### config.mk
export PLATFORM = sky130hd
export DESIGN_NAME = div_bcd_formatter_flat
export DESIGN_NICKNAME = d
export VERILOG_FILES = /design/src/rtl/div_bcd_formatter_if.sv /design/src/rtl/div_bcd_formatter.sv /design/src/flat_wrapper.sv
export SDC_FILE = /design/constraint.sdc
export NUM_CORES = 1
export LEC_CHECK = 0
export BUFFER_PORTS_ARGS = -buffer_cell sky130_fd_sc_hd__buf_2
export CELL_PAD_IN_SITES_DETAIL_PLACEMENT = 1
export CELL_PAD_IN_SITES_GLOBAL_PLACEMENT = 1
export CORE_AREA = 2 2 91 84
export CTS_BUF_LIST = sky130_fd_sc_hd__clkbuf_4
export CTS_CLUSTER_DIAMETER = 50
export DETAILED_ROUTE_END_ITERATION = 6
export DIE_AREA = 0 0 93 86
export HOLD_SLACK_MARGIN = 0.12
export MAX_ROUTING_LAYER = met4
export PLACE_DENSITY = 0.91
export SLEW_MARGIN = 20
export SYNTH_ARGS = -nofsm -noshare
export SYNTH_HDL_FRONTEND = slang
export SYNTH_SLANG_ARGS = --single-unit
### constraint.sdc
create_clock -name clk -period 2.4 [get_ports clk]
set_input_delay 0.24 -clock clk [delete_from_list [all_inputs] [get_ports clk]]
set_output_delay 0.24 -clock clk [all_outputs]
set_load 0.005 [all_outputs]
### src/rtl/div_bcd_formatter_if.sv
// Handshake bundle for div_bcd_formatter: divider result in, packed BCD out.
// master = producer/consumer side (testbench or neighbours), slave = the formatter.
interface div_bcd_formatter_if;
  // Both sides use strict valid/ready. A transfer happens on a rising edge
  // where valid && ready. Once valid is raised, it and its data stay stable
  // until that edge. ready may change freely and is never computed from valid.
  logic        in_valid;
  logic        in_ready;
  logic [7:0]  q;
  logic [7:0]  r;
  logic [3:0]  divisor;
  logic        out_valid;
  logic        out_ready;
  logic [11:0] q_bcd;
  logic [11:0] r_bcd;
  logic        err;

  modport master (
    output in_valid, q, r, divisor, out_ready,
    input  in_ready, out_valid, q_bcd, r_bcd, err
  );

  modport slave (
    input  in_valid, q, r, divisor, out_ready,
    output in_ready, out_valid, q_bcd, r_bcd, err
  );
endinterface

### src/rtl/div_bcd_formatter.sv
// Converts a divider quotient/remainder pair to 3-digit packed BCD by serial double dabble.
// Optional macro DIVZERO_CHECK_EN: a zero divisor yields a 12'hFFF/err=1 marker after one edge.
module div_bcd_formatter #(
  parameter int W      = 8,
  parameter int DIGITS = 3
) (
  input  logic                clk,
  input  logic                rst_n,
  div_bcd_formatter_if.slave  bus,
  output logic [1:0]          dbg_state
);

  localparam int BW   = 4 * DIGITS;
  localparam int WORK = BW + W;

  typedef enum logic [1:0] {
    IDLE = 2'd0,
    CONV = 2'd1,
    DONE = 2'd2
  } state_t;

  state_t            state;
  logic [2:0]        cnt;
  logic [WORK-1:0]   q_work;
  logic [WORK-1:0]   r_work;
  logic [WORK-1:0]   q_next;
  logic [WORK-1:0]   r_next;
  logic              in_ready_r;
  logic              out_valid_r;
  logic [BW-1:0]     q_bcd_r;
  logic [BW-1:0]     r_bcd_r;
  logic              err_r;

  // One double-dabble step: correct every BCD nibble >= 5 using the
  // pre-shift value, then shift the whole register left by one.
  function automatic logic [WORK-1:0] dd_step(input logic [WORK-1:0] v);
    logic [WORK-1:0] t;
    t = v;
    for (int d = 0; d < DIGITS; d++) begin
      if (t[W+4*d +: 4] >= 4'd5)
        t[W+4*d +: 4] = t[W+4*d +: 4] + 4'd3;
    end
    return {t[WORK-2:0], 1'b0};
  endfunction

  assign q_next = dd_step(q_work);
  assign r_next = dd_step(r_work);

`ifdef DIVZERO_CHECK_EN
  logic dz;

  always_ff @(posedge clk or negedge rst_n) begin
    if (!rst_n) begin
      state       <= IDLE;
      cnt         <= 3'd0;
      q_work      <= '0;
      r_work      <= '0;
      in_ready_r  <= 1'b1;
      out_valid_r <= 1'b0;
      q_bcd_r     <= '0;
      r_bcd_r     <= '0;
      err_r       <= 1'b0;
      dz          <= 1'b0;
    end else begin
      case (state)
        IDLE: begin
          if (bus.in_valid) begin
            q_work     <= {{BW{1'b0}}, bus.q};
            r_work     <= {{BW{1'b0}}, bus.r};
            cnt        <= 3'd0;
            dz         <= (bus.divisor == 4'd0);
            in_ready_r <= 1'b0;
            state      <= CONV;
          end
        end
        CONV: begin
          // A zero divisor spends exactly one edge here and emits the marker.
          if (dz) begin
            q_bcd_r     <= '1;
            r_bcd_r     <= '1;
            err_r       <= 1'b1;
            out_valid_r <= 1'b1;
            state       <= DONE;
          end else begin
            q_work <= q_next;
            r_work <= r_next;
            cnt    <= cnt + 3'd1;
            if (cnt == 3'd7) begin
              q_bcd_r     <= q_next[WORK-1:W];
              r_bcd_r     <= r_next[WORK-1:W];
              err_r       <= 1'b0;
              out_valid_r <= 1'b1;
              state       <= DONE;
            end
          end
        end
        DONE: begin
          if (bus.out_ready) begin
            out_valid_r <= 1'b0;
            in_ready_r  <= 1'b1;
            state       <= IDLE;
          end
        end
        default: state <= IDLE;
      endcase
    end
  end

`else
  logic unused_divisor;
  assign unused_divisor = ^bus.divisor;
  assign err_r          = 1'b0;

  always_ff @(posedge clk or negedge rst_n) begin
    if (!rst_n) begin
      state       <= IDLE;
      cnt         <= 3'd0;
      q_work      <= '0;
      r_work      <= '0;
      in_ready_r  <= 1'b1;
      out_valid_r <= 1'b0;
      q_bcd_r     <= '0;
      r_bcd_r     <= '0;
    end else begin
      case (state)
        IDLE: begin
          if (bus.in_valid) begin
            q_work     <= {{BW{1'b0}}, bus.q};
            r_work     <= {{BW{1'b0}}, bus.r};
            cnt        <= 3'd0;
            in_ready_r <= 1'b0;
            state      <= CONV;
          end
        end
        CONV: begin
          q_work <= q_next;
          r_work <= r_next;
          cnt    <= cnt + 3'd1;
          // After the eighth shift all input bits sit in the BCD field.
          if (cnt == 3'd7) begin
            q_bcd_r     <= q_next[WORK-1:W];
            r_bcd_r     <= r_next[WORK-1:W];
            out_valid_r <= 1'b1;
            state       <= DONE;
          end
        end
        DONE: begin
          if (bus.out_ready) begin
            out_valid_r <= 1'b0;
            in_ready_r  <= 1'b1;
            state       <= IDLE;
          end
        end
        default: state <= IDLE;
      endcase
    end
  end
`endif

  assign bus.in_ready  = in_ready_r;
  assign bus.out_valid = out_valid_r;
  assign bus.q_bcd     = q_bcd_r;
  assign bus.r_bcd     = r_bcd_r;
  assign bus.err       = err_r;
  assign dbg_state     = state;

endmodule

### src/flat_wrapper.sv
// flat-port wrapper written by rule: the top's interface ports become plain ports
module div_bcd_formatter_flat 
#(
  parameter int W      = 8,
  parameter int DIGITS = 3
)
  (clk, rst_n, dbg_state, bus_in_valid, bus_q, bus_r, bus_divisor, bus_out_ready, bus_in_ready, bus_out_valid, bus_q_bcd, bus_r_bcd, bus_err);
  div_bcd_formatter_if bus_i ();
  input  logic clk;
  input  logic rst_n;
  output logic [1:0] dbg_state;
  input wire logic [$bits(bus_i.in_valid)-1:0] bus_in_valid;
  input wire logic [$bits(bus_i.q)-1:0] bus_q;
  input wire logic [$bits(bus_i.r)-1:0] bus_r;
  input wire logic [$bits(bus_i.divisor)-1:0] bus_divisor;
  input wire logic [$bits(bus_i.out_ready)-1:0] bus_out_ready;
  output wire logic [$bits(bus_i.in_ready)-1:0] bus_in_ready;
  output wire logic [$bits(bus_i.out_valid)-1:0] bus_out_valid;
  output wire logic [$bits(bus_i.q_bcd)-1:0] bus_q_bcd;
  output wire logic [$bits(bus_i.r_bcd)-1:0] bus_r_bcd;
  output wire logic [$bits(bus_i.err)-1:0] bus_err;
  assign bus_i.in_valid = bus_in_valid;
  assign bus_i.q = bus_q;
  assign bus_i.r = bus_r;
  assign bus_i.divisor = bus_divisor;
  assign bus_i.out_ready = bus_out_ready;
  assign bus_in_ready = bus_i.in_ready;
  assign bus_out_valid = bus_i.out_valid;
  assign bus_q_bcd = bus_i.q_bcd;
  assign bus_r_bcd = bus_i.r_bcd;
  assign bus_err = bus_i.err;
  div_bcd_formatter #(.W(W), .DIGITS(DIGITS)) u_core (.clk(clk), .rst_n(rst_n), .bus(bus_i), .dbg_state(dbg_state));
endmodule
==> results.rst, run 1 <==
.. list-table::
   :header-rows: 1

   * - Metric
     - Value
   * - Result of the run
     - completed
   * - Number of cells upsized or downsized after cts
     - 0
   * - Filler cell count
     - 800
   * - Dominant register cell in the synthesized netlist
     - sky130_fd_sc_hd__dfrtp_1
   * - Unrepaired setup endpoints after global routing
     - no
   * - 1st-iter DRT viols
     - 114
   * - Mean cell area of the mapped netlist
     - 9.965 µm²
   * - Via count of the first global-routing pass
     - 2857
   * - Wire length of the first global-routing pass
     - 13180 µm
   * - Maximum fanout encountered on the critical timing path
     - 5
   * - Detailed Route WL
     - 7493 µm
   * - Core region area
     - 6967 µm²
   * - DRC Markers
     - 0
   * - Placement Cell Area
     - 3694 µm²
   * - Period minus WS final
     - 1.838 ns
   * - FP Rows
     - 29
   * - Post-Route Setup TNS
     - 0 ns
   * - Power after layout
     - 4.819 mW
   * - Final number of setup-violating endpoints
     - 0
   * - Die Y
     - 86 µm
   * - Skew final
     - 0.007278 ns
   * - Synth Warn #
     - 0
   * - Worst min path class
     - input pin to flip-flop
   * - Power per Cell Area
     - 1217 nW/µm²
   * - Total Die Area
     - 7998 µm²
   * - Clock Tree Buf Depth
     - 2
   * - Gate Count Post-Synth
     - 340
   * - Final weighted congestion in routability-driven placement
     - 0.7799
   * - Worst endpoint required time
     - 2.73 ns
   * - Vias after detailed routing
     - 2606
   * - Effective utilization at floorplan
     - 0.4864
   * - Area delta synth->final
     - 16.88%
   * - Seq/Total Area, Yosys
     - 0.5247
   * - Final antenna-violating net count
     - 0
   * - Arrival @ worst endpoint
     - 2.17 ns
   * - Hold Crit Depth
     - 3
   * - Clock sinks
     - 71
   * - Placed instance count
     - 467
   * - Final instance area
     - 3960 µm²
   * - #FFs+latches synth
     - 71
   * - WHS
     - 0.1385 ns
   * - Cell Count, Final, Fillers Out
     - 497
   * - Endpoint class of the critical path
     - flip-flop
   * - Insertion delay to the later sink of the worst-skew pair
     - 0.41 ns
   * - Final Cycle Share
     - 0.7656
   * - Kind of start point of the critical path
     - flip-flop
   * - Nets in the synthesized netlist
     - 378
   * - Share of final-layout standard cells stronger than drive strength 1
     - 0.1906
   * - Reported leakage power
     - 1.917 nW
   * - Area leader, netlist
     - sky130_fd_sc_hd__dfrtp_1
   * - Number of cells on the worst reg-to-reg path
     - 6
   * - Worst supply voltage drop on vdd
     - 0.6382 mV
   * - Count of unique library cells instantiated by Yosys
     - 29
   * - GRT Util Overall
     - 0.2158
   * - CTS tree
     - built
   * - Detail-routed net length per standard cell
     - 15.08 µm
   * - Buffer type at the clock tree root
     - sky130_fd_sc_hd__clkbuf_4
   * - PortBufs
     - 47
   * - Number of antenna cells inserted
     - 0
   * - Top achievable clock speed
     - 544.2 MHz
   * - Number of buffers created by CTS
     - 9
   * - Length of the first detailed-routing pass in iterations
     - 4
   * - Horizontal extent of the die
     - 93 µm
   * - MaxCap Viol Count
     - 0
   * - Setup repair bufs after CTS
     - 0
   * - Reg clk slew, reported paths
     - 0.11 ns
   * - Final count of hold timing violations
     - 0
   * - Leading post-synthesis cells by cell area
     - sky130_fd_sc_hd__dfrtp_1, sky130_fd_sc_hd__o21ai_0, sky130_fd_sc_hd__nand2_1, sky130_fd_sc_hd__ha_1, sky130_fd_sc_hd__mux2i_1
   * - I/O pin count
     - 53
   * - Fraction of synthesized cell area taken by the top area cell type
     - 0.5170
   * - Post-layout nets
     - 437
   * - Residual overflow from global routing
     - 0
   * - Number of antenna violations at the first check in global routing
     - 0
   * - Estimated wirelength of the detail-placed design
     - 4922 µm
   * - Total number of H-tree levels
     - 3
   * - Max-slew violation count
     - 0
   * - Async SR Flop Fraction
     - 1.000
   * - Startpoint-to-endpoint class of the critical path
     - flip-flop to flip-flop
   * - Routed vias/inst
     - 5.243
   * - Hold-fix buffers at CTS
     - 14
   * - Pin count of the biggest net entering global routing
     - 72
   * - Number of enable-type register cells in the synthesized netlist
     - 0
   * - Post-synthesis instance area
     - 3388 µm²
-- state kept, by name, summed over array words and instances, names as in the netlist --
register              count
u_core.bus.in_ready       1
u_core.bus.out_valid      1
u_core.bus.q_bcd         12
u_core.bus.r_bcd         12
u_core.cnt                3
u_core.dbg_state          2
u_core.q_work            20
u_core.r_work            20
-- layout by cell type, fill, tap and decap left out --
master | Yosys | layout
sky130_fd_sc_hd__a21oi_1 | 23 | 23
sky130_fd_sc_hd__a22o_1 | 4 | 4
sky130_fd_sc_hd__buf_12 | 0 | 3
sky130_fd_sc_hd__buf_2 | 6 | 47
sky130_fd_sc_hd__buf_4 | 2 | 2
sky130_fd_sc_hd__bufinv_16 | 0 | 1
sky130_fd_sc_hd__clkbuf_4 | 0 | 10
sky130_fd_sc_hd__clkinv_1 | 0 | 3
sky130_fd_sc_hd__clkinv_2 | 0 | 2
sky130_fd_sc_hd__conb_1 | 1 | 1
sky130_fd_sc_hd__dfrtp_1 | 70 | 70
sky130_fd_sc_hd__dfstp_2 | 1 | 1
sky130_fd_sc_hd__dlygate4sd3_1 | 0 | 14
sky130_fd_sc_hd__ha_1 | 14 | 14
sky130_fd_sc_hd__inv_1 | 14 | 14
sky130_fd_sc_hd__mux2_2 | 6 | 6
sky130_fd_sc_hd__mux2_4 | 2 | 2
sky130_fd_sc_hd__mux2i_1 | 14 | 14
sky130_fd_sc_hd__nand2_1 | 63 | 63
sky130_fd_sc_hd__nand2_2 | 1 | 1
sky130_fd_sc_hd__nand2b_1 | 8 | 8
sky130_fd_sc_hd__nand3_1 | 6 | 6
sky130_fd_sc_hd__nor2_1 | 2 | 2
sky130_fd_sc_hd__nor2b_1 | 3 | 3
sky130_fd_sc_hd__nor2b_4 | 1 | 1
sky130_fd_sc_hd__nor3_1 | 6 | 6
sky130_fd_sc_hd__nor3b_1 | 10 | 10
sky130_fd_sc_hd__o21ai_0 | 58 | 58
sky130_fd_sc_hd__o21ai_1 | 7 | 7
sky130_fd_sc_hd__o21ai_4 | 0 | 1
sky130_fd_sc_hd__o31ai_1 | 1 | 1
sky130_fd_sc_hd__xnor2_1 | 6 | 6
-- synth_stat cells (2+ instances only) --
library cell                n
sky130_fd_sc_hd__a21oi_1   23
sky130_fd_sc_hd__mux2i_1   14
sky130_fd_sc_hd__xnor2_1    6
sky130_fd_sc_hd__dfrtp_1   70
sky130_fd_sc_hd__inv_1     14
sky130_fd_sc_hd__mux2_2     6
sky130_fd_sc_hd__buf_4      2
sky130_fd_sc_hd__nand2b_1   8
sky130_fd_sc_hd__nor3_1     6
sky130_fd_sc_hd__nor2b_1    3
sky130_fd_sc_hd__nand2_1   63
sky130_fd_sc_hd__nor2_1     2
sky130_fd_sc_hd__o21ai_1    7
sky130_fd_sc_hd__clkbuf_1   3
sky130_fd_sc_hd__buf_6      6
sky130_fd_sc_hd__a22o_1     4
sky130_fd_sc_hd__nor3b_1   10
sky130_fd_sc_hd__buf_2      6
sky130_fd_sc_hd__o21ai_0   58
sky130_fd_sc_hd__ha_1      14
sky130_fd_sc_hd__mux2_4     2
sky130_fd_sc_hd__nand3_1    6
-- stage by stage --
stage | setup slack [ns] | util
after floorplan | 0.8723 | -
after global placement | 0.7581 | 0.5302
after detailed placement | 0.5979 | 0.5302
after CTS | 0.5723 | 0.5684
after global routing | 0.4563 | 0.5684
final | 0.5625 | 0.5684
-- metal layers --
layer	part of all wire	global-route usage
met1	0.44	0.2557
met2	0.51	0.3570
met3	0.041	0.06503
met4	0.012	0.06551
met5	0	-
-- power by group --
group | total (mW) | internal [mW] | switching, mW
Clock | 0.722 | 0.316 | 0.406
Combinational | 2.05 | 0.918 | 1.13
Sequential | 2.05 | 1.67 | 0.376
Total | 4.82 | 2.91 | 1.91
-- worst max-delay path, cell delays in order, from the launching register on --
cell and delay, ns:
sky130_fd_sc_hd__dfrtp_1 0.43, sky130_fd_sc_hd__inv_1 0.12, sky130_fd_sc_hd__ha_1 0.26, sky130_fd_sc_hd__nand2b_1 0.10, sky130_fd_sc_hd__a21oi_1 0.30, sky130_fd_sc_hd__mux2_2 0.40
sky130_fd_sc_hd__o21ai_0 0.15
-- final cells by class --
| class | count | area, µm² | area share |
|---|---|---|---|
| Timing Repair Buffer | 66 | 450.4 | 0.1137 |
| Clock inverter | 6 | 51.30 | 0.01295 |
| Sequential cell | 71 | 1778 | 0.4490 |
| Tap cell | 93 | 116.4 | 0.02938 |
| Inverter | 14 | 52.55 | 0.01327 |
| Multi-Input combinational cell | 237 | 1436 | 0.3627 |
| Clock buffer | 10 | 75.07 | 0.01896 |
-- worst paths after layout --
| path | from | slack (ns) | to |
|---|---|---|---|
| setup / recovery | u_core.q_work[12] | 0.56 | u_core.q_work[14] |
| hold / removal | bus_r[3] | 0.14 | u_core.r_work[3] |
| setup reg to reg | u_core.q_work[12] | 0.56 | u_core.q_work[14] |
| hold reg to reg | u_core.bus.r_bcd[6] | 0.49 | u_core.bus.r_bcd[6] |
| max in group asynchronous | rst_n | 1.69 | u_core.bus.in_ready |
| min in group asynchronous | rst_n | 0.37 | u_core.bus.q_bcd[5] |
-- cells by family (layout without fill, tap and decap cells) --
family	Yosys count	in the layout	synth area share
flops	71	71	0.5247
xor+xnor	6	6	0.01551
compound gates	94	94	0.1451
mux	22	22	0.07016
other cells	1	1	0.001107
fa+ha+maj	14	14	0.05170
buf+inv	32	96	0.05354
simple gates	100	100	0.1381
No activity file was read; power rests on OpenSTA's default activity.
==> inputs of run 2 (changes only) <==
--- a/config.mk
+++ b/config.mk
@@ -5,17 +5,18 @@
 export SDC_FILE = /design/constraint.sdc
 export NUM_CORES = 1
 export LEC_CHECK = 0
+export ABC_AREA = 1
 export BUFFER_PORTS_ARGS = -buffer_cell sky130_fd_sc_hd__buf_2
 export CELL_PAD_IN_SITES_DETAIL_PLACEMENT = 1
 export CELL_PAD_IN_SITES_GLOBAL_PLACEMENT = 1
-export CORE_AREA = 2 2 91 84
+export CORE_AREA = 2 2 102 94
 export CTS_BUF_LIST = sky130_fd_sc_hd__clkbuf_4
 export CTS_CLUSTER_DIAMETER = 50
 export DETAILED_ROUTE_END_ITERATION = 6
-export DIE_AREA = 0 0 93 86
+export DIE_AREA = 0 0 104 96
 export HOLD_SLACK_MARGIN = 0.12
 export MAX_ROUTING_LAYER = met4
-export PLACE_DENSITY = 0.91
+export PLACE_DENSITY = 0.81
 export SLEW_MARGIN = 20
 export SYNTH_ARGS = -nofsm -noshare
 export SYNTH_HDL_FRONTEND = slang
==> constraint.sdc (replaced) <==
create_clock -name clk -period 1.6 [get_ports clk]
set_input_delay 0.16 -clock clk [delete_from_list [all_inputs] [get_ports clk]]
set_output_delay 0.16 -clock clk [all_outputs]
set_load 0.005 [all_outputs]
==> results.rst, run 2 <==
.. list-table::
   :header-rows: 1

   * - Metric
     - Value
   * - Result of the run
     - completed (unchanged)
   * - Pin count of the biggest net entering global routing
     - 72 (unchanged)
   * - Fraction of synthesized cell area taken by the top area cell type
     - 0.5157 (was 0.5170)
   * - Core region area
     - 8919 µm² (was 6967 µm²)
   * - Die Y
     - 96 µm (was 86 µm)
   * - Endpoint class of the critical path
     - flip-flop (unchanged)
   * - Area delta synth->final
     - 20.00% (was 16.88%)
   * - Most frequent cells after synthesis
     - sky130_fd_sc_hd__nand2_1, sky130_fd_sc_hd__dfrtp_1, sky130_fd_sc_hd__nand3_1, sky130_fd_sc_hd__o21ai_0, sky130_fd_sc_hd__inv_1 (was sky130_fd_sc_hd__dfrtp_1, sky130_fd_sc_hd__nand2_1, sky130_fd_sc_hd__o21ai_0, sky130_fd_sc_hd__a21oi_1)
   * - Post-layout nets
     - 514 (was 437)
   * - Top achievable clock speed
     - 679.5 MHz (was 544.2 MHz)
   * - Detailed Route WL
     - 9217 µm (was 7493 µm)
   * - Number of antenna cells inserted
     - 0 (unchanged)
   * - Number of buffers created by CTS
     - 9 (unchanged)
   * - Most frequent cell after synthesis
     - sky130_fd_sc_hd__nand2_1 (was sky130_fd_sc_hd__dfrtp_1)
   * - PortBufs
     - 47 (unchanged)
   * - Clock sinks
     - 71 (unchanged)
   * - Seq/Total Area, Yosys
     - 0.5234 (was 0.5247)
   * - Worst supply voltage drop on vdd
     - 0.6372 mV (was 0.6382 mV)
   * - Maximum fanout encountered on the critical timing path
     - 17 (was 5)
   * - Dominant register cell in the synthesized netlist
     - sky130_fd_sc_hd__dfrtp_1 (unchanged)
   * - Post-route worst setup slack
     - 0.1283 ns (was 0.5625 ns)
   * - Worst path slowest cell
     - sky130_fd_sc_hd__dfrtp_1 (unchanged)
   * - GRT Util Overall
     - 0.1995 (was 0.2158)
   * - Final count of hold timing violations
     - 0 (unchanged)
   * - Placement Cell Area
     - 3766 µm² (was 3694 µm²)
   * - Kind of start point of the critical path
     - flip-flop (unchanged)
   * - Period minus WS final
     - 1.472 ns (was 1.838 ns)
   * - CTS tree
     - built (unchanged)
   * - Max-slew violation count
     - 0 (unchanged)
   * - Startpoint-to-endpoint class of the critical path
     - flip-flop to flip-flop (unchanged)
   * - Vias after detailed routing
     - 3038 (was 2606)
   * - Mean cell area of the mapped netlist
     - 8.285 µm² (was 9.965 µm²)
   * - Arrival @ worst endpoint
     - 1.78 ns (was 2.17 ns)
   * - #FFs+latches synth
     - 71 (unchanged)
   * - WHS
     - 0.1413 ns (was 0.1385 ns)
   * - Delay contributed by the slowest stage of the critical path
     - 0.43 ns (about the same)
   * - Final antenna-violating net count
     - 0 (unchanged)
   * - Top library cells by usage in the layout, fill and taps aside
     - sky130_fd_sc_hd__nand2_1, sky130_fd_sc_hd__dfrtp_1, sky130_fd_sc_hd__buf_2 (was sky130_fd_sc_hd__dfrtp_1, sky130_fd_sc_hd__nand2_1, sky130_fd_sc_hd__o21ai_0)
   * - Reported leakage power
     - 2.167 nW (was 1.917 nW)
   * - Skew final
     - 0.01135 ns (was 0.007278 ns)
   * - Leading post-synthesis cells by cell area
     - sky130_fd_sc_hd__dfrtp_1, sky130_fd_sc_hd__nand2_1, sky130_fd_sc_hd__nand3_1, sky130_fd_sc_hd__ha_1, sky130_fd_sc_hd__o21ai_0 (was sky130_fd_sc_hd__dfrtp_1, sky130_fd_sc_hd__o21ai_0, sky130_fd_sc_hd__nand2_1, sky130_fd_sc_hd__ha_1, sky130_fd_sc_hd__mux2i_1)
   * - Setup repair bufs after CTS
     - 0 (unchanged)
   * - Worst endpoint required time
     - 1.91 ns (was 2.73 ns)
   * - Insertion delay to the later sink of the worst-skew pair
     - 0.41 ns (about the same)
   * - Clock Tree Buf Depth
     - 2 (unchanged)
   * - MaxCap Viol Count
     - 0 (unchanged)
   * - Length of the first detailed-routing pass in iterations
     - 4 (unchanged)
   * - Detail-routed net length per standard cell
     - 15.29 µm (was 15.08 µm)
   * - Worst reg-to-reg setup slack
     - 0.13 ns (was 0.56 ns)
   * - Area leader, netlist
     - sky130_fd_sc_hd__dfrtp_1 (unchanged)
   * - Commonest non-fill, non-tap cell in the layout
     - sky130_fd_sc_hd__nand2_1 (was sky130_fd_sc_hd__dfrtp_1)
   * - Pre-CTS WS
     - 0.04714 ns (was 0.5979 ns)
   * - Synth Warn #
     - 0 (unchanged)
   * - Post-Route Setup TNS
     - 0 ns (unchanged)
   * - Final number of setup-violating endpoints
     - 0 (unchanged)
   * - Gate Count Post-Synth
     - 410 (was 340)
   * - Share of final-layout standard cells stronger than drive strength 1
     - 0.1601 (was 0.1906)
   * - Residual overflow from global routing
     - 0 (unchanged)
   * - Reg clk slew, reported paths
     - 0.11 ns (about the same)
   * - Cells along the critical path
     - ha_1, ha_1, nand2_4, inv_4, nand3_1, nand2_1 (was inv_1, ha_1, nand2b_1, a21oi_1, mux2_2, o21ai_0)
   * - Final Core Density
     - 0.4571 (was 0.5684)
   * - Final instance area
     - 4076 µm² (was 3960 µm²)
   * - Routed vias/inst
     - 5.038 (was 5.243)
   * - Unrepaired setup endpoints after global routing
     - no (unchanged)
   * - Most frequent cell on the critical path
     - sky130_fd_sc_hd__ha_1
   * - Number of antenna violations at the first check in global routing
     - 0 (unchanged)
   * - Total Die Area
     - 9984 µm² (was 7998 µm²)
   * - Horizontal extent of the die
     - 104 µm (was 93 µm)
   * - Buffer type at the clock tree root
     - sky130_fd_sc_hd__clkbuf_4 (unchanged)
   * - FP Rows
     - 33 (was 29)
   * - 1st-iter DRT viols
     - 112 (was 114)
   * - Wire length of the first global-routing pass
     - 15390 µm (was 13180 µm)
   * - Effective utilization at floorplan
     - 0.3809 (was 0.4864)
   * - Final weighted congestion in routability-driven placement
     - 0.8021 (was 0.7799)
   * - I/O pin count
     - 53 (unchanged)
   * - Post-synthesis instance area
     - 3397 µm² (was 3388 µm²)
   * - Total number of H-tree levels
     - 3 (unchanged)
   * - Count of unique library cells instantiated by Yosys
     - 24 (was 29)
   * - Worst min path class
     - input pin to flip-flop (unchanged)
   * - Nets in the synthesized netlist
     - 448 (was 378)
   * - DRC Markers
     - 0 (unchanged)
   * - Power per Cell Area
     - 1952 nW/µm² (was 1217 nW/µm²)
   * - Estimated wirelength of the detail-placed design
     - 5890 µm (was 4922 µm)
   * - Final Cycle Share
     - 0.9198 (was 0.7656)
   * - Top Registers
     - u_core.q_work (20), u_core.r_work (20) (unchanged)
   * - Async SR Flop Fraction
     - 1.000 (unchanged)
   * - Via count of the first global-routing pass
     - 3257 (was 2857)
   * - Number of enable-type register cells in the synthesized netlist
     - 0 (unchanged)
run 2: changes by cell type after synthesis, sizes merged, moves of 8 or more:
cell and change:
mux2i -14, inv +18, mux2 -8, nand2b -8, nand2 +84, a21oi -10
o21ai -33, nor2 +17, nor3b -10, nand3 +37, nand4 +10
run 2: cell type report:
class / instances / area (µm²)
clock buffers: 11 / 82.58
fillers: 1119 / 4842
well taps: 122 / 152.6
repair buffers: 70 / 479.2
flip-flops and latches: 71 / 1778
inverters: 32 / 127.6
clock inverters: 5 / 48.80
multi-input cells: 292 / 1408
run 2: logic make-up after synthesis:
logic type,count (synthesis),synth area share
adders and majority gates,14,0.05157
other,1,0.001104
buffers and inverters,47,0.06298
AOI/OAI and AO/OA,56,0.08729
and+or+nand+nor,221,0.2737
DFF,71,0.5234
run 2: per-layer routing:
layer | vias to the layer above | track usage | part of all wire
li1 | 1471 | - | -
met4 | 0 | 0.07320 | 0.018
met5 | - | - | 0
met3 | 16 | 0.02640 | 0.018
met2 | 38 | 0.3662 | 0.53
met1 | 1513 | 0.2267 | 0.44
run 2: repair_timing:
| item | 4_1_cts | 5_1_grt |
|---|---|---|
| setup endpoints to repair | 0 | 23 |
| endpoints found under the hold margin | 89 | 0 |
| hold buffers | 17 | 0 |
| resized for setup | 0 | 4 |
run 2: metrics by stage:
step	instances	power, mW
floorplan	410	5.550
global placement	570	6.486
detailed placement	570	6.772
CTS	603	7.978
global route	603	8.706
finish	603	7.959
run 2: power by group:
group	leakage (nW)	internal, mW	switching (mW)
registers	0.895	2.60	0.560
logic	1.19	1.35	2.34
clock network	0.0780	0.500	0.613
run 2: path summary, 6_finish.rpt:
kind	start	cells past startpoint	end
setup / recovery	u_core.cnt[0]	6	u_core.bus.q_bcd[1]
hold / removal	bus_r[7]	3	u_core.r_work[7]
setup reg to reg	u_core.cnt[0]	6	u_core.bus.q_bcd[1]
hold reg to reg	u_core.bus.in_ready	2	u_core.bus.in_ready
max in group asynchronous	rst_n	3	u_core.bus.in_ready
min in group asynchronous	rst_n	3	u_core.r_work[1]
run 2: critical path, delay by kind of cell, from the launching register on:
| kind | cells | cell delay, ns |
|---|---|---|
| adder cells (fa/ha/maj) | 2 | 0.44 |
| flip-flops | 1 | 0.43 |
| AND/OR/NAND/NOR | 3 | 0.37 |
| buffers and inverters | 1 | 0.13 |
==> inputs of run 3 (changes only) <==
--- a/config.mk
+++ b/config.mk
@@ -5,18 +5,18 @@
 export SDC_FILE = /design/constraint.sdc
 export NUM_CORES = 1
 export LEC_CHECK = 0
-export ABC_AREA = 1
 export BUFFER_PORTS_ARGS = -buffer_cell sky130_fd_sc_hd__buf_2
 export CELL_PAD_IN_SITES_DETAIL_PLACEMENT = 1
 export CELL_PAD_IN_SITES_GLOBAL_PLACEMENT = 1
-export CORE_AREA = 2 2 102 94
+export CORE_AREA = 2 2 99 92
 export CTS_BUF_LIST = sky130_fd_sc_hd__clkbuf_4
 export CTS_CLUSTER_DIAMETER = 50
 export DETAILED_ROUTE_END_ITERATION = 6
-export DIE_AREA = 0 0 104 96
+export DIE_AREA = 0 0 101 94
 export HOLD_SLACK_MARGIN = 0.12
 export MAX_ROUTING_LAYER = met4
-export PLACE_DENSITY = 0.81
+export PLACE_DENSITY = 0.82
+export SKIP_LAST_GASP = 1
 export SLEW_MARGIN = 20
 export SYNTH_ARGS = -nofsm -noshare
 export SYNTH_HDL_FRONTEND = slang
==> results.rst, run 3 (synthesis gave the netlist of run 1 again) <==
.. list-table::
   :header-rows: 1

   * - Metric
     - Value
   * - Final Core Density
     - 0.5010 (was 0.4571)
   * - Filler cell count
     - 980 (was 1119)
   * - Power after layout
     - 7.757 mW (was 7.959 mW)
   * - Top Registers
     - u_core.q_work (20), u_core.r_work (20) (unchanged)
   * - Effective utilization at floorplan
     - 0.4030 (was 0.3809)
   * - Source of the worst register-to-register timing path
     - u_core.q_work[8] (was u_core.cnt[0])
   * - Top library cells by usage in the layout, fill and taps aside
     - sky130_fd_sc_hd__dfrtp_1, sky130_fd_sc_hd__nand2_1, sky130_fd_sc_hd__o21ai_0 (was sky130_fd_sc_hd__nand2_1, sky130_fd_sc_hd__dfrtp_1, sky130_fd_sc_hd__buf_2)
   * - Worst r2r dst
     - u_core.bus.q_bcd[2] (was u_core.bus.q_bcd[1])
   * - Detail-routed net length per standard cell
     - 15.01 µm (was 15.29 µm)
   * - Skew final
     - 0.01695 ns (was 0.01135 ns)
   * - Core region area
     - 8408 µm² (was 8919 µm²)
   * - Placement Cell Area
     - 3845 µm² (was 3766 µm²)
   * - PortBufs
     - 47 (unchanged)
   * - Share of final-layout standard cells stronger than drive strength 1
     - 0.2723 (was 0.1601)
   * - Routed vias/inst
     - 5.055 (was 5.038)
   * - CTS tree
     - built (unchanged)
   * - Final antenna-violating net count
     - 0 (unchanged)
   * - FP Rows
     - 32 (was 33)
   * - Startpoint-to-endpoint class of the critical path
     - flip-flop to flip-flop (unchanged)
   * - Estimated wirelength of the detail-placed design
     - 5184 µm (was 5890 µm)
   * - Number of cells on the worst reg-to-reg path
     - 5 (was 6)
   * - Final instance area
     - 4213 µm² (was 4076 µm²)
   * - 1st-iter DRT viols
     - 100 (was 112)
   * - Final weighted congestion in routability-driven placement
     - 0.8402 (was 0.8021)
   * - Buffer type at the clock tree root
     - sky130_fd_sc_hd__clkbuf_4 (unchanged)
   * - Number of antenna violations at the first check in global routing
     - 0 (unchanged)
   * - Maximum fanout encountered on the critical timing path
     - 4 (was 17)
   * - Wire length of the first global-routing pass
     - 13520 µm (was 15390 µm)
   * - Worst supply voltage drop on vdd
     - 0.7468 mV (was 0.6372 mV)
   * - Via count of the first global-routing pass
     - 2868 (was 3257)
   * - Reported leakage power
     - 2.054 nW (was 2.167 nW)
   * - Unrepaired setup endpoints after global routing
     - no (unchanged)
   * - Length of the first detailed-routing pass in iterations
     - 4 (unchanged)
   * - Commonest non-fill, non-tap cell in the layout
     - sky130_fd_sc_hd__dfrtp_1 (was sky130_fd_sc_hd__nand2_1)
   * - Endpoint class of the critical path
     - flip-flop (unchanged)
   * - Post-layout nets
     - 461 (was 514)
   * - MaxCap Viol Count
     - 0 (unchanged)
   * - Kind of start point of the critical path
     - flip-flop (unchanged)
   * - Worst min path class
     - input pin to async pin (was input pin to flip-flop)
   * - Vias after detailed routing
     - 2669 (was 3038)
   * - Residual overflow from global routing
     - 0 (unchanged)
   * - Pin count of the biggest net entering global routing
     - 72 (unchanged)
   * - Result of the run
     - completed (unchanged)
   * - Top achievable clock speed
     - 650.9 MHz (was 679.5 MHz)
   * - Area delta synth->final
     - 24.34% (was 20.00%)
   * - Detailed Route WL
     - 7927 µm (was 9217 µm)
   * - DRC Markers
     - 0 (unchanged)
   * - GRT Util Overall
     - 0.1868 (was 0.1995)
   * - WHS
     - 0.2788 ns (was 0.1413 ns)
   * - I/O pin count
     - 53 (unchanged)
   * - Power per Cell Area
     - 1841 nW/µm² (was 1952 nW/µm²)
   * - Period minus WS final
     - 1.536 ns (was 1.472 ns)
   * - Die Y
     - 94 µm (was 96 µm)
   * - Total number of H-tree levels
     - 3 (unchanged)
   * - Final number of setup-violating endpoints
     - 0 (unchanged)
   * - Reg clk slew, reported paths
     - 0.11 ns (about the same)
   * - Clock Tree Buf Depth
     - 2 (unchanged)
   * - Number of buffers created by CTS
     - 9 (unchanged)
   * - Horizontal extent of the die
     - 101 µm (was 104 µm)
   * - Worst endpoint required time
     - 1.93 ns (was 1.91 ns)
   * - Final count of hold timing violations
     - 0 (unchanged)
   * - Insertion delay to the later sink of the worst-skew pair
     - 0.41 ns (about the same)
   * - Max-slew violation count
     - 0 (unchanged)
   * - Clock sinks
     - 71 (unchanged)
   * - Arrival @ worst endpoint
     - 1.87 ns (was 1.78 ns)
   * - Total Die Area
     - 9494 µm² (was 9984 µm²)
   * - Post-Route Setup TNS
     - 0 ns (unchanged)
   * - Number of antenna cells inserted
     - 0 (unchanged)
   * - Worst reg-to-reg setup slack
     - 0.06 ns (was 0.13 ns)
   * - Final Cycle Share
     - 0.9602 (was 0.9198)
-- run 3: cell types whose count changed in the layout (fill, tap and decap cells not counted), moves of 17 or more --
| cell | change |
|---|---|
| sky130_fd_sc_hd__o21ai_0 | +21 |
| sky130_fd_sc_hd__nand3_1 | -37 |
| sky130_fd_sc_hd__nor2_1 | -17 |
| sky130_fd_sc_hd__inv_1 | -22 |
| sky130_fd_sc_hd__nand2_1 | -81 |
| sky130_fd_sc_hd__buf_4 | +17 |
-- run 3: cell type report --
| type | instances | area, µm² | share of cell area |
|---|---|---|---|
| Clock inverter | 2 | 10.01 | 0.002376 |
| Sequential cell | 71 | 1778 | 0.4220 |
| Tap cell | 102 | 127.6 | 0.03029 |
| Clock buffer | 12 | 90.09 | 0.02138 |
| Multi-Input combinational cell | 237 | 1499 | 0.3558 |
| Timing Repair Buffer | 90 | 655.6 | 0.1556 |
| Inverter | 14 | 52.55 | 0.01247 |
-- run 3: how the worst max path moves through the flow --
stage                            startpoint                   to  slack (ns)  cells past startpoint
after global placement     u_core.r_work[8]  u_core.bus.r_bcd[2]        0.09                      5
after floorplan            u_core.q_work[8]    u_core.q_work[10]        0.07                      6
after detailed placement  u_core.r_work[12]    u_core.r_work[14]       -0.05                      6
final                      u_core.q_work[8]  u_core.bus.q_bcd[2]        0.06                      5
after CTS                 u_core.r_work[13]    u_core.r_work[14]       -0.04                      6
after global routing       u_core.r_work[8]  u_core.bus.r_bcd[2]       0.002                      5
-- run 3: per-stage QoR --
stage	std cells	setup slack, ns
2_1_floorplan	340	0.07230
4_1_cts	526	-0.03734
3_5_place_dp	493	-0.05154
5_1_grt	528	0.001861
3_3_place_gp	493	0.08699
6_report	528	0.06367
-- run 3: worst max-delay path: stages, from the launching register on --
cell,delay [ns]
sky130_fd_sc_hd__dfrtp_1,0.43
sky130_fd_sc_hd__ha_1,0.21
sky130_fd_sc_hd__nand2b_1,0.16
sky130_fd_sc_hd__a21oi_2,0.20
sky130_fd_sc_hd__mux2_4,0.34
sky130_fd_sc_hd__o21ai_1,0.13
-- run 3: metal layers --
layer | part of all wire | track usage
met5 | 0 | -
met4 | 0.0077 | 0.03716
met3 | 0.033 | 0.04539
met2 | 0.51 | 0.3217
met1 | 0.45 | 0.2250
-- run 3: report_power, final --
part | switching [mW] | internal (mW) | total (mW)
combinational | 1.89 | 1.84 | 3.74
sequential | 0.563 | 2.51 | 3.07
clock | 0.596 | 0.352 | 0.948
-- run 3: repair_timing --
action / CTS / global route
gates resized for setup: 4 / 28
setup buffers: 0 / 2
endpoints found under the setup margin: 7 / 16
pin swaps: 0 / 6
hold buffers: 19 / 0
endpoints found under the hold margin: 91 / 0
